<file path="config.mk">
export PLATFORM = sky130hd
export DESIGN_NAME = pipe_skid_reg
export DESIGN_NICKNAME = d
export VERILOG_FILES = /design/src/rtl/pipe_pkg.sv /design/src/rtl/sat_counter.sv /design/src/rtl/pipe_skid_reg.sv
export SDC_FILE = /design/constraint.sdc
export NUM_CORES = 1
export LEC_CHECK = 0
export ABC_AREA = 1
export BUFFER_PORTS_ARGS = -buffer_cell sky130_fd_sc_hd__buf_2
export CAP_MARGIN = 20
export CORE_MARGIN = 1
export CORE_UTILIZATION = 59
export CTS_CLUSTER_DIAMETER = 150
export DETAILED_ROUTE_END_ITERATION = 10
export PLACE_DENSITY = 0.9
export SYNTH_ARGS = -nofsm -noshare
export SYNTH_HDL_FRONTEND = slang
export SYNTH_HIERARCHICAL = 1
export SYNTH_SLANG_ARGS = --single-unit
</file>
<file path="constraint.sdc">
create_clock -name CLK -period 3.1 [get_ports CLK]
set_clock_uncertainty 0.2 [all_clocks]
set_input_delay 0.62 -clock CLK [delete_from_list [all_inputs] [get_ports CLK]]
set_output_delay 0.62 -clock CLK [all_outputs]
set_load 0.05 [all_outputs]
</file>
<file path="src/rtl/pipe_pkg.sv">
// Shared definitions for the pipeline skid stage: state encoding and the
// default MEM/WB payload layout used by the wrapper that packs the bundle.
package pipe_pkg;

    typedef enum logic [1:0] {
        ST_EMPTY = 2'b00,
        ST_FULL  = 2'b01,
        ST_SKID  = 2'b10
    } pipe_state_e;

    // MEM/WB bundle field widths, LSB first in the packed payload.
    localparam int MEMWB_RD_W     = 5;
    localparam int MEMWB_WB_SEL_W = 2;
    localparam int MEMWB_WORD_W   = 32;

    localparam int MEMWB_RD_LSB     = 0;
    localparam int MEMWB_WB_SEL_LSB = MEMWB_RD_LSB + MEMWB_RD_W;
    localparam int MEMWB_REG_WE_BIT = MEMWB_WB_SEL_LSB + MEMWB_WB_SEL_W;
    localparam int MEMWB_PC4_LSB    = MEMWB_REG_WE_BIT + 1;
    localparam int MEMWB_ALU_LSB    = MEMWB_PC4_LSB + MEMWB_WORD_W;
    localparam int MEMWB_IMM_LSB    = MEMWB_ALU_LSB + MEMWB_WORD_W;
    localparam int MEMWB_DMEM_LSB   = MEMWB_IMM_LSB + MEMWB_WORD_W;
    localparam int MEMWB_W          = MEMWB_DMEM_LSB + MEMWB_WORD_W;

endpackage

</file>
<file path="src/rtl/sat_counter.sv">
// Saturating up-counter: counts INC cycles and sticks at all-ones.
module sat_counter #(
    parameter int CNT_W = 16
) (
    input  logic             CLK,
    input  logic             RESET,
    input  logic             INC,
    output logic [CNT_W-1:0] COUNT
);

    always_ff @(posedge CLK) begin
        if (!RESET) begin
            COUNT <= '0;
        end else if (INC && (COUNT != {CNT_W{1'b1}})) begin
            COUNT <= COUNT + 1'b1;
        end
    end

endmodule

</file>
<file path="src/rtl/pipe_skid_reg.sv">
// Two-entry skid register for a pipeline stage: main register feeds OUT_DATA,
// skid register absorbs one extra entry so IN_READY depends on state only.
module pipe_skid_reg
    import pipe_pkg::*;
#(
    parameter int               DATA_W   = MEMWB_W,
    parameter logic [DATA_W-1:0] RST_DATA = '0,
    parameter int               CNT_W    = 16
) (
    input  logic              CLK,
    input  logic              RESET,
    input  logic              FLUSH,
    input  logic              BUSYWAIT,
    input  logic              IN_VALID,
    output logic              IN_READY,
    input  logic [DATA_W-1:0] IN_DATA,
    output logic              OUT_VALID,
    input  logic              OUT_READY,
    output logic [DATA_W-1:0] OUT_DATA,
    output logic [CNT_W-1:0]  STALL_CNT,
    output pipe_state_e       STATE_DBG
);

    // Handshake: a transfer happens on a rising edge where valid and ready
    // are both high; BUSYWAIT masks OUT_READY, and IN_READY is a pure decode
    // of registered state so it never depends on OUT_READY or BUSYWAIT.
    pipe_state_e       state_q;
    logic [DATA_W-1:0] main_q;
    logic [DATA_W-1:0] skid_q;
    logic              in_ready_q;
    logic              out_valid_q;
    logic              take_in;
    logic              take_out;

    assign take_in  = IN_VALID & in_ready_q;
    assign take_out = out_valid_q & OUT_READY & ~BUSYWAIT;

    always_ff @(posedge CLK) begin
        if (!RESET || FLUSH) begin
            state_q     <= ST_EMPTY;
            main_q      <= RST_DATA;
            skid_q      <= RST_DATA;
            in_ready_q  <= 1'b1;
            out_valid_q <= 1'b0;
        end else begin
            case (state_q)
                ST_EMPTY: begin
                    if (take_in) begin
                        state_q     <= ST_FULL;
                        main_q      <= IN_DATA;
                        out_valid_q <= 1'b1;
                    end
                end
                ST_FULL: begin
                    if (take_in && take_out) begin
                        main_q <= IN_DATA;
                    end else if (take_in) begin
                        state_q    <= ST_SKID;
                        skid_q     <= IN_DATA;
                        in_ready_q <= 1'b0;
                    end else if (take_out) begin
                        // main_q keeps the delivered value after draining
                        state_q     <= ST_EMPTY;
                        out_valid_q <= 1'b0;
                    end
                end
                ST_SKID: begin
                    if (take_out) begin
                        state_q    <= ST_FULL;
                        main_q     <= skid_q;
                        in_ready_q <= 1'b1;
                    end
                end
                default: begin
                    state_q     <= ST_EMPTY;
                    in_ready_q  <= 1'b1;
                    out_valid_q <= 1'b0;
                end
            endcase
        end
    end

    assign IN_READY  = in_ready_q;
    assign OUT_VALID = out_valid_q;
    assign OUT_DATA  = main_q;
    assign STATE_DBG = state_q;

    sat_counter #(
        .CNT_W (CNT_W)
    ) u_stall_cnt (
        .CLK   (CLK),
        .RESET (RESET),
        .INC   (out_valid_q & ~take_out),
        .COUNT (STALL_CNT)
    );

endmodule
</file>
# Word level (Yosys, flattened, before mapping)
# Index checks and enable logic that the tools add are counted.
classes:
  add_sub_neg: 1
  eq_ne: 11
  mux: 19
  n_bitwise: 9
  reduce_logical: 11
op_table:
  columns: ["cell", "n"]
  rows:
  - ["136-bit 2-to-1 mux", 3]
  - ["136-bit case mux with 3 select lines", 1]
  - ["16-bit by 1-bit adder with 16-bit output (second input constant)", 1]
  - ["16-bit inequality test (second input constant)", 1]
  - ["2-bit inequality test (second input constant)", 7]
  - ["4-bit AND reduction", 3]
  - ["2-bit 2-to-1 mux", 5]
  - ["1-bit 2-to-1 mux", 7]
  - ["1-bit case mux with 3 select lines", 2]
  - ["2-bit case mux with 3 select lines", 1]
  - ["1-bit NOT", 5]
  - ["5-bit AND reduction", 1]
  - ["1-bit bitwise AND", 4]
  - ["3-bit inequality test (second input constant)", 1]
  - ["3-bit AND reduction", 1]
  - ["3-bit nonzero test", 1]
  - ["2-bit by 1-bit == test with 1-bit output (second input constant)", 1]
  - ["2-bit == test (second input constant)", 1]
  - ["1-bit logical AND", 2]
  - ["2-bit logical NOT", 1]
  - ["1-bit logical NOT", 1]
  - ["1-bit logical OR", 1]
word_totals:
  ff_bits: 292
  inputBits: 142
  out_inout_bits: 156
  elab_cells: 57

# Logic depth before layout (Yosys ltp)
# Gate-level depths: netlist (run 1).
depth:
  depth_word: 6
  depth_mapped: 11
  depth_no_buf: 10

# By module
# The synthesis (run 1) kept the hierarchy.
modules_own_cells:
  columns: ["mod", "n_inst", "cells_per_inst", "area_each_um2", "seq_area_each_um2"]
  rows:
  - ["pipe_skid_reg", 1, 1915, 12836.1, 5525.3]
  - ["sat_counter", 1, 149, 996.0, 320.3]

# Least setup slack after synthesis (run 1)
# No wires, ideal clock.
synth_path:
  path_type: "reg-to-reg"
  startpoint: "register state_q[0] (netlist: STATE_DBG[0])"
  endpoint: "register main_q[76] (netlist: OUT_DATA[76])"
  setup_ns: 0.115
  arrival_time_ns: 1.732
  required_time_ns: 2.785
  path_slack_ns: 1.053
  stages_incl_launch_ff: 11
  cell_sequence: "dfxtp_1 buf_4 nand2_2 nor2_2 nand2_1 nand2_1 buf_2 buf_2 nand3_1 nand2_1 nor2_1"
synth_via:
  elab_chain_cells: 3
synth_lines:
  columns: ["item", "line", "source"]
  rows:
  - ["from (decl)", "pipe_skid_reg.sv:27", "pipe_state_e state_q;"]
  - ["from (signal assigned)", "pipe_skid_reg.sv:40", "state_q <= ST_EMPTY;"]
  - ["from (signal assigned)", "pipe_skid_reg.sv:49", "state_q <= ST_FULL;"]
  - ["from (signal assigned)", "pipe_skid_reg.sv:58", "state_q <= ST_SKID;"]
  - ["2-bit by 1-bit == test with 1-bit output, or another cell as far along", "pipe_skid_reg.sv:46", "case (state_q)"]
  - ["2-bit inequality test (no line) / 3-bit nonzero test (equally long branches)", null, null]
  - ["4-bit AND reduction (no line)", null, null]
  - ["to (signal assigned)", "pipe_skid_reg.sv:70", "main_q <= skid_q;"]
  - ["to (decl)", "pipe_skid_reg.sv:28", "logic [DATA_W-1:0] main_q;"]
# Parallel ways exist; a longest one is shown, timed or not.
# A chain may end at the register's enable or synchronous reset.

# Final worst setup path (run 1)
layout_path:
  startpoint: "register state_q[1] (netlist: STATE_DBG[1])"
  endpoint: "register main_q[132] (netlist: OUT_DATA[132])"
# The elaborated chain is that of the path after synthesis.

==> results.md, run 1 <==
- Final Cycle Share: between 70% and 80%
- Antenna violations before repair: 9
- Vias per cell: 5.24
- Sequential share of the synthesized area: 42.3%
- Post-synth net total: around 2,200
- Post-synth top area cell: dfxtp_1
- Power Total: 9.12 mW
- GRT overflow: 0
- GRT Overall Usage: 28.9%
- Max_cap viols: 0
- Area used by multi-input combinational logic: 6440 um^2
- Worst-Margin Slew: slightly above 1 ns
- Die area: 24,100 um^2
- Hpwl dp: around 22,000 um
- Number of synthesis warnings: 6
- Drt wl/cell: about 14 um
- Leak pwr: between 7 and 8 nW
- Final setup fails: 0
- Clock latency on the worst-skew pair: around 0.54 ns
- Drt first pass iters: 6
- Buffers on Ports: between 200 and 300
- Critical Path RT: between 3 and 4 ns
- Vias: 13,700
- Placed inst area: 15,300 um^2
- Fmax: around 0.42 GHz
- Initial DRC count: 1,030
- Starting density of the core: roughly three fifths
- Path type of the worst setup path: flop to flop
- Die extent in y: 155 um
- Worst rel slew slack: between 30% and 40%
- CP max FO: 87
- #FFs+latches synth: approximately 290
- Fin area: 16,300 um^2
- Clk buf depth: 3
- CTS tree: yes
- Critical Path Sink Type: flop
- Util after Layout: between 70% and 80%
- Min-delay worst type: primary input to flop
- Share of cells above drive strength 1: 20.8%
- Mean post-synth cell area: ~6.7 um^2
- Asr flop ratio synth: 0%
- Vias in the first global route: approximately 12,000
- CTS clk-pin slew, worst paths: roughly 0.060 ns
- WL final: 35,800 um
- Ports: 298
- Area Overhead vs Synth: 17.8%
- Hold_buf cts: 0
- Total clock sinks: approximately 290
- Worst vdd ir: about 0.0005 V
- Final Hold Vio Count: 0
- Pin count of the biggest net entering global routing: roughly 140
- Hold slack: about 0.13 ns
- Setup TNS: 0 ns
- Core Rows: between 50 and 60
- Post-synth top area share: between 40% and 50%
- Root buffer cell: clkbuf_16
- Final Max Tran Viols: 0
- Status: finished, final reports clean
- Final net count: between 2,000 and 2,500
- Mapped Cells: 2,064
- Flip-flop and latch area: around 5800 um^2
- Arrival time at the worst endpoint: ~2.6 ns
- TritonCTS Buffers: 31
- Synth area leaders: dfxtp_1, nand2_1, nor2_1
- Antenna-violating nets left: 0
- Min Tclk post-route: about 2.4 ns
- Filler cells: around 1,800
- RSZ-0062 raised after global routing: no
- Post-synth EDFFs: 0
- Cell area power density: ~560 nW/um^2
- Post CTS Setup Buffer Count: 0
- Dominant synthesized flop cell: dfxtp_1
- # DRC: 0
- Core area: approximately 23,000 um^2
- H-tree depth reported by CTS: 1
- Gp weighted congestion: between 0.8 and 0.9
- Mapped Area: around 14,000 um^2
- First-pass GRT wire length: around 58,000 um
- Synth cell types: 26
- PostCTS Resize Cnt: 0
- Die X: ~160 um
- Setup crit start kind: flop
[sequential cells by signal, indices dropped and copies added, names as in the netlist]
| name | count |
|---|---|
| u_stall_cnt/COUNT | 16 |
| OUT_DATA | 136 |
| IN_READY | 1 |
| OUT_VALID | 1 |
| skid_q | 136 |
| STATE_DBG | 2 |
[cells in the mapped netlist, types with 2 or more instances]
cell type	number
nand2_1	498
nor2_1	350
dfxtp_1	292
inv_1	203
o21ai_0	188
nand3_1	152
a21oi_1	115
a21oi_2	80
clkbuf_1	64
buf_2	60
buf_4	13
buf_6	10
nor2_2	8
nand2_2	6
nor2_4	6
buf_1	3
inv_2	3
nor3_1	3
nand2_4	2
nand4_1	2
[stage by stage]
step | std cells | worst slack (ns)
finish | 2603 | 0.740
global route | 2603 | 0.590
CTS | 2597 | 0.766
detailed placement | 2543 | 0.533
global placement | 2543 | 0.617
floorplan | 2064 | 1.05
[logic make-up after synthesis]
family / after synthesis / synth area share, %
AO/OA/AOI/OAI: 383 / 16.0
adder cells (fa/ha/maj): 1 / 0.0904
buffers and inverters: 358 / 11.3
flip-flops: 292 / 42.3
AND/OR/NAND/NOR: 1030 / 30.3
[layer usage]
metal / share of wire (%) / GRT usage (%)
met2: 49 / 50.4
met3: 7.2 / 5.60
met1: 40 / 34.2
met5: 0.075 / 0
met4: 4.1 / 13.7
[placed cells by master, fill, tap and decap left out, types with 2 or more instances in the layout]
master / n
buf_4: 8
a21oi_2: 80
nor2_4: 7
nor3_1: 3
bufinv_16: 2
nor2_1: 349
nor2_2: 8
buf_2: 297
clkbuf_16: 31
nand2_4: 5
diode_2: 6
clkbuf_1: 6
nand2_1: 496
o21ai_0: 188
nand4_1: 2
inv_6: 2
nand3_1: 152
a21oi_1: 115
clkinv_2: 5
buf_12: 13
nand2_2: 5
inv_2: 2
inv_1: 203
clkbuf_8: 7
dfxtp_1: 292
[worst paths after layout]
kind | to | slack (ns) | from | depth (start not counted)
min | skid_q[19] | 0.13 | IN_DATA[19] | 3
min reg2reg | skid_q[127] | 0.25 | skid_q[127] | 2
max | OUT_DATA[132] | 0.74 | STATE_DBG[1] | 9
max reg2reg | OUT_DATA[132] | 0.74 | STATE_DBG[1] | 9
[power breakdown]
part | internal, mW | switching [mW]
Combinational | 0.463 | 1.04
Sequential | 3.89 | 0.0864
Clock | 2.16 | 1.49
[area by class of cell]
cell class,count,area share [%]
timing repair buffer,318,11.1
clock buffer,44,5.49
sequential,292,35.9
inverter,206,4.79
clock inverter,10,0.684
antenna,6,0.0922
tap,313,2.40
multi-input combinational,1414,39.6
[worst max-delay path, stage by stage, from the launching register on]
cell and delay, ns:
dfxtp_1 0.48, inv_2 0.10, nor2_4 0.09, buf_4 0.78, nand2_1 0.19, nand2_1 0.13, inv_1 0.05, nand3_1 0.07
nand2_1 0.06, nor2_1 0.11
Note: power is estimated with default switching activity, not from simulation.
==> inputs of run 2 (changes only) <==
--- a/config.mk
+++ b/config.mk
@@ -9,10 +9,10 @@
 export BUFFER_PORTS_ARGS = -buffer_cell sky130_fd_sc_hd__buf_2
 export CAP_MARGIN = 20
 export CORE_MARGIN = 1
-export CORE_UTILIZATION = 59
+export CORE_UTILIZATION = 50
 export CTS_CLUSTER_DIAMETER = 150
 export DETAILED_ROUTE_END_ITERATION = 10
-export PLACE_DENSITY = 0.9
+export PLACE_DENSITY = 0.81
 export SYNTH_ARGS = -nofsm -noshare
 export SYNTH_HDL_FRONTEND = slang
 export SYNTH_HIERARCHICAL = 1
==> constraint.sdc (replaced) <==
create_clock -name CLK -period 2 [get_ports CLK]
set_clock_uncertainty 0.2 [all_clocks]
set_input_delay 0.4 -clock CLK [delete_from_list [all_inputs] [get_ports CLK]]
set_output_delay 0.4 -clock CLK [all_outputs]
set_load 0.05 [all_outputs]
==> run 2 against run 1 <==
Core utilization down 3.3 points. Highest routed layer is now met4. Routed wire length up 12%. Sequential share of layout area down 4.1 points. Sequential power up 55%.
==> results.md, run 2 (synthesized netlist as in run 1, its figures left out) <==
- Leak pwr: 8.80 nW
- Hpwl dp: ~25,000 um
- Initial DRC count: around 1,100
- Vias in the first global route: between 10,000 and 15,000
- Share of cells above drive strength 1: 21.9%
- Filler cells: between 2,000 and 2,500
- First-pass GRT wire length: between 60,000 and 70,000 um
- GRT Overall Usage: ~28%
- Area Overhead vs Synth: 33.0%
- Worst vdd ir: between 0.0006 and 0.0007 V
- Placed instance count: 2,622
- Worst rel slew slack: around 76%
- CTS tree: yes
- Cell area power density: about 850 nW/um^2
- Int Power: around 11 mW
- Final net count: ~2,600
- Clk pwr share: between 40 and 50%
- Worst-Margin Slew: 0.354 ns
- CP max FO: 13
- Pin count of the biggest net entering global routing: 73
- H-tree depth reported by CTS: 2
- RSZ-0062 raised after global routing: no
- Antenna violations before repair: 5
- Die area: about 28,000 um^2
- Vias: about 15,000
- P_sw: around 4.3 mW
- Path type of the worst setup path: flop to flop
- Final Hold Vio Count: 0
- Post CTS Setup Buffer Count: 0
- Gp weighted congestion: 0.883
- Setup crit start kind: flop
- Final Cycle Share: around 96%
- Vias per cell: ~5.2
- Min Tclk post-route: 1.91 ns
- Final setup fails: 0
- Setup TNS: 0 ns
- Core Rows: 60
- Leading cell type in the layout, fill and taps excluded: nand2_1
- Starting density of the core: roughly half
- Min-delay worst type: primary input to flop
- Critical Path Sink Type: flop
- TritonCTS Buffers: 34
- Clk buf depth: 3
- Power Total: about 16 mW
- Gate power share: between 15 and 20%
- Drt wl/cell: about 14 um
- Die extent in y: between 150 and 200 um
- Total clock sinks: roughly 290
- GRT overflow: 0
- Commonest cells after routing, fill and taps aside: nand2_1, nor2_1, buf_2, dfxtp_1, inv_1
- Arrival time at the worst endpoint: 2.12 ns
- Critical Path RT: 2.21 ns
- # DRC: 0
- Fmax: 0.523 GHz
- WL final: between 40,000 and 50,000 um
- Root buffer cell: clkbuf_16
- Switch share: approximately 28%
- Fin cells: between 2,000 and 3,000
- Buffers on Ports: approximately 300
- Final Max Tran Viols: 0
- Max_cap viols: 0
- Antenna-violating nets left: 0
- Drt first pass iters: 5
- Status: finished, final reports clean
- Reg power frac: about two fifths
- Core area: about 27,000 um^2
- Clock latency on the worst-skew pair: approximately 0.50 ns
- Die X: about 170 um
- CTS clk-pin slew, worst paths: about 0.07 ns
- Ports: roughly 300
run 2: changes by cell type in the layout (fill, tap and decap cells not counted), sizes merged, moves of 2 or more:
cell,before,now
bufinv,2,5
buf,318,369
dlygate4sd3,0,112
clkinv,6,3
clkbuf,44,51
inv,208,206
run 2: repair_timing:
action,4_1_cts,5_1_grt
hold buffers,112,0
resized for setup,0,3
hold endpoints to repair,112,0
setup endpoints to repair,0,140
run 2: path summary, 6_finish.rpt:
check / from / to / slack, ns / cells past startpoint
worst max-delay path: STATE_DBG[0] / skid_q[35] / 0.09 / 8
worst min-delay path: IN_DATA[29] / skid_q[29] / 0.006 / 3
worst max register to register: STATE_DBG[0] / skid_q[35] / 0.09 / 8
worst min register to register: skid_q[104] / skid_q[104] / 0.24 / 2
run 2: final cells by class:
class	count	area, um^2	share of cell area, %
flip-flops and latches	292	5850	31.8
diodes	5	12.5	0.0680
clock buffers	51	1060	5.76
clock inverters	9	173	0.939
well taps	341	427	2.32
repair buffers	481	3640	19.8
inverters	206	781	4.25
multi-input cells	1414	6450	35.1
run 2: metal layers:
layer	routed length, um	vias to the layer above	GRT usage, %
met3	2620	168	5.45
met5	0	-	0
li1	-	7178	-
met4	1970	0	15.3
met2	19200	598	47.2
met1	16200	6563	32.6
run 2: metrics by stage:
step	utilization, %	cell area [um^2]	worst slack [ns]	hold slack, ns
final	68.0	18400	0.0881	0.00575
after global routing	68.0	18400	0.00639	0.000259
after global placement	59.3	16000	0.0654	0.231
after detailed placement	59.3	16000	0.0278	0.238
after CTS	68.0	18400	0.0345	0.00129
after floorplan	-	13800	0.0147	0.225
run 2: critical path, stage by stage (launching register included):
cell	delay, ns
dfxtp_2	0.44
nand2_2	0.10
nor2_2	0.11
buf_4	0.13
nand2_4	0.08
inv_2	0.22
buf_4	0.26
nor2_1	0.06
nor2_1	0.22
run 2: power by group through the flow:
stage / clock network, mW / logic, mW / registers, mW
after floorplan: 0 / 1.20 / 6.83
after global placement: 0 / 2.42 / 6.28
after detailed placement: 0 / 2.47 / 6.28
after CTS: 6.83 / 2.66 / 6.16
after global routing: 7.07 / 2.94 / 6.18
final: 6.76 / 2.70 / 6.16
==> inputs of run 3 (changes only) <==
--- a/config.mk
+++ b/config.mk
@@ -12,7 +12,7 @@
 export CORE_UTILIZATION = 50
 export CTS_CLUSTER_DIAMETER = 150
 export DETAILED_ROUTE_END_ITERATION = 10
-export PLACE_DENSITY = 0.81
+export PLACE_DENSITY = 0.85
 export SYNTH_ARGS = -nofsm -noshare
 export SYNTH_HDL_FRONTEND = slang
 export SYNTH_HIERARCHICAL = 1
==> run 3 against run 2 <==
Sequential share of layout area grew 0.81 points. Maximum frequency grew 0.48%. First-iteration DRC count rose by 20%. Critical path depth up 2. Global-route usage is 0.081 points lower. Hold slack better by 0.012 ns. Setup slack improved by 0.0092 ns. Non-clock buffer count is 33 lower. Routed wire length fell by 0.16%. Critical path type unchanged. Largest power group unchanged.
==> results.md, run 3 (synthesized netlist as in run 1, its figures left out) <==
- Final Hold Vio Count: 0
- Starting density of the core: 51.2%
- Core Rows: 60
- First-pass GRT wire length: approximately 65,000 um
- Cell area power density: 838 nW/um^2
- Setup crit start kind: flop
- Leading cell type in the layout, fill and taps excluded: nand2_1
- Total clock sinks: 292
- Antenna-violating nets left: 0
- Clk buf depth: 3
- Ports: slightly below 300
- Buffers on Ports: ~300
- Min Tclk post-route: around 1.9 ns
- Power Total: between 15 and 20 mW
- Clock latency on the worst-skew pair: roughly 0.5 ns
- Drt wl/cell: roughly 14 um
- Fin area: 17,900 um^2
- Final net count: around 2,500
- PnR worst setup slack: ~0.1 ns
- RSZ-0062 raised after global routing: no
- Placed inst area: roughly 16,000 um^2
- CTS clk-pin slew, worst paths: 0.06 ns
- Gp weighted congestion: between 0.9 and 1
- Initial DRC count: around 1,300
- Util after Layout: approximately two thirds
- Critical Path RT: 2.20 ns
- Leak pwr: around 8.6 nW
- Vias in the first global route: 13,900
- # DRC: 0
- Pre-CTS WS: approximately 0.013 ns
- GRT Overall Usage: between 20 and 30%
- GRT overflow: 0
- Core area: between 20,000 and 30,000 um^2
- Min-delay worst type: primary input to flop
- Worst vdd ir: approximately 0.00065 V
- Path type of the worst setup path: flop to flop
- Hpwl dp: approximately 24,000 um
- Setup crit start: OUT_VALID
- Die X: roughly 170 um
- Die area: between 20,000 and 30,000 um^2
- H-tree depth reported by CTS: 2
- Vias per cell: around 5.2
- Area Overhead vs Synth: 29.7%
- Status: finished, final reports clean
- Max_cap viols: 0
- CP max FO: 33
- Die extent in y: about 170 um
- Critical Path Sink Type: flop
- Worst-Margin Slew: 0.406 ns
- Final Cycle Share: approximately 95%
- Arrival time at the worst endpoint: ~2.1 ns
- Share of cells above drive strength 1: roughly a fifth
- Worst reg-to-reg setup slack: around 0.097 ns
- Worst rel slew slack: between 70% and 80%
- Drt first pass iters: 9
- TritonCTS Buffers: 34
- Root buffer cell: clkbuf_16
- Final setup fails: 0
- Setup TNS: 0 ns
- Commonest cells after routing, fill and taps aside: nand2_1, nor2_1, buf_2, dfxtp_1, inv_1
- Pin count of the biggest net entering global routing: between 90 and 100
- Final Max Tran Viols: 0
- Antenna violations before repair: 6
- Worst min-delay path startpoint: IN_DATA[103]
- WL final: around 40,000 um
- Worst Reg-to-Reg Cells: 10
- Vias: between 10,000 and 15,000
- Worst Hold Path Cells: 3
- Critical R2R Launch: OUT_VALID
- CTS tree: yes
- Fmax: 0.526 GHz
==> run 3: changes by cell type in the layout (fill, tap and decap cells not counted) <==
| cell | previous run | this run |
|---|---|---|
| diode_2 | 5 | 7 |
| nor2_1 | 348 | 349 |
| clkinv_2 | 3 | 8 |
| buf_16 | 0 | 1 |
| clkbuf_8 | 8 | 5 |
| buf_4 | 33 | 19 |
| dlygate4sd3_1 | 112 | 100 |
| clkbuf_1 | 6 | 9 |
| buf_12 | 39 | 31 |
| bufinv_16 | 5 | 2 |
| nor2_4 | 8 | 7 |
==> run 3: cell type report <==
| cell class | instances | area, um^2 |
|---|---|---|
| antenna | 7 | 17.5 |
| clock buffer | 51 | 1030 |
| clock inverter | 11 | 108 |
| fill | 2178 | 9090 |
| inverter | 206 | 781 |
| multi-input combinational | 1414 | 6440 |
| sequential | 292 | 5850 |
| tap | 341 | 427 |
| timing repair buffer | 448 | 3280 |
==> run 3: worst paths after layout <==
check                  to
max reg2reg  OUT_DATA[76]
min reg2reg   skid_q[109]
min           skid_q[103]
max          OUT_DATA[76]
==> run 3: power by group <==
group          switching [mW]  internal (mW)
combinational            1.70          0.932
sequential              0.138           6.03
clock                    2.41           3.82
==> run 3: per-stage QoR <==
step,cells,hold slack (ns)
final,2770,0.0180
after global routing,2768,0.0200
after CTS,2763,0.00150
after detailed placement,2601,0.237
after global placement,2601,0.231
after floorplan,2064,0.225
==> run 3: what timing repair did <==
item,4_1_cts,5_1_grt
setup buffers,0,0
hold endpoints to repair,100,0
resized for setup,0,2
hold buffers,100,0
endpoints found under the setup margin,0,65
==> run 3: critical path: stages, from the launching register on <==
cell and delay [ns]:
dfxtp_2 0.39, nand2_1 0.07, nor2_1 0.10, buf_4 0.13
nand2_1 0.10, nand2_4 0.14, buf_12 0.14, buf_12 0.20
nand3_1 0.13, nand2_1 0.12, nor2_1 0.05
==> run 3: routing by layer <==
layer  track usage (%)  wire length, um
met1              31.3            15500
met2              48.1            19600
met3              5.43             2860
met4              16.1             1900
met5                 0                0
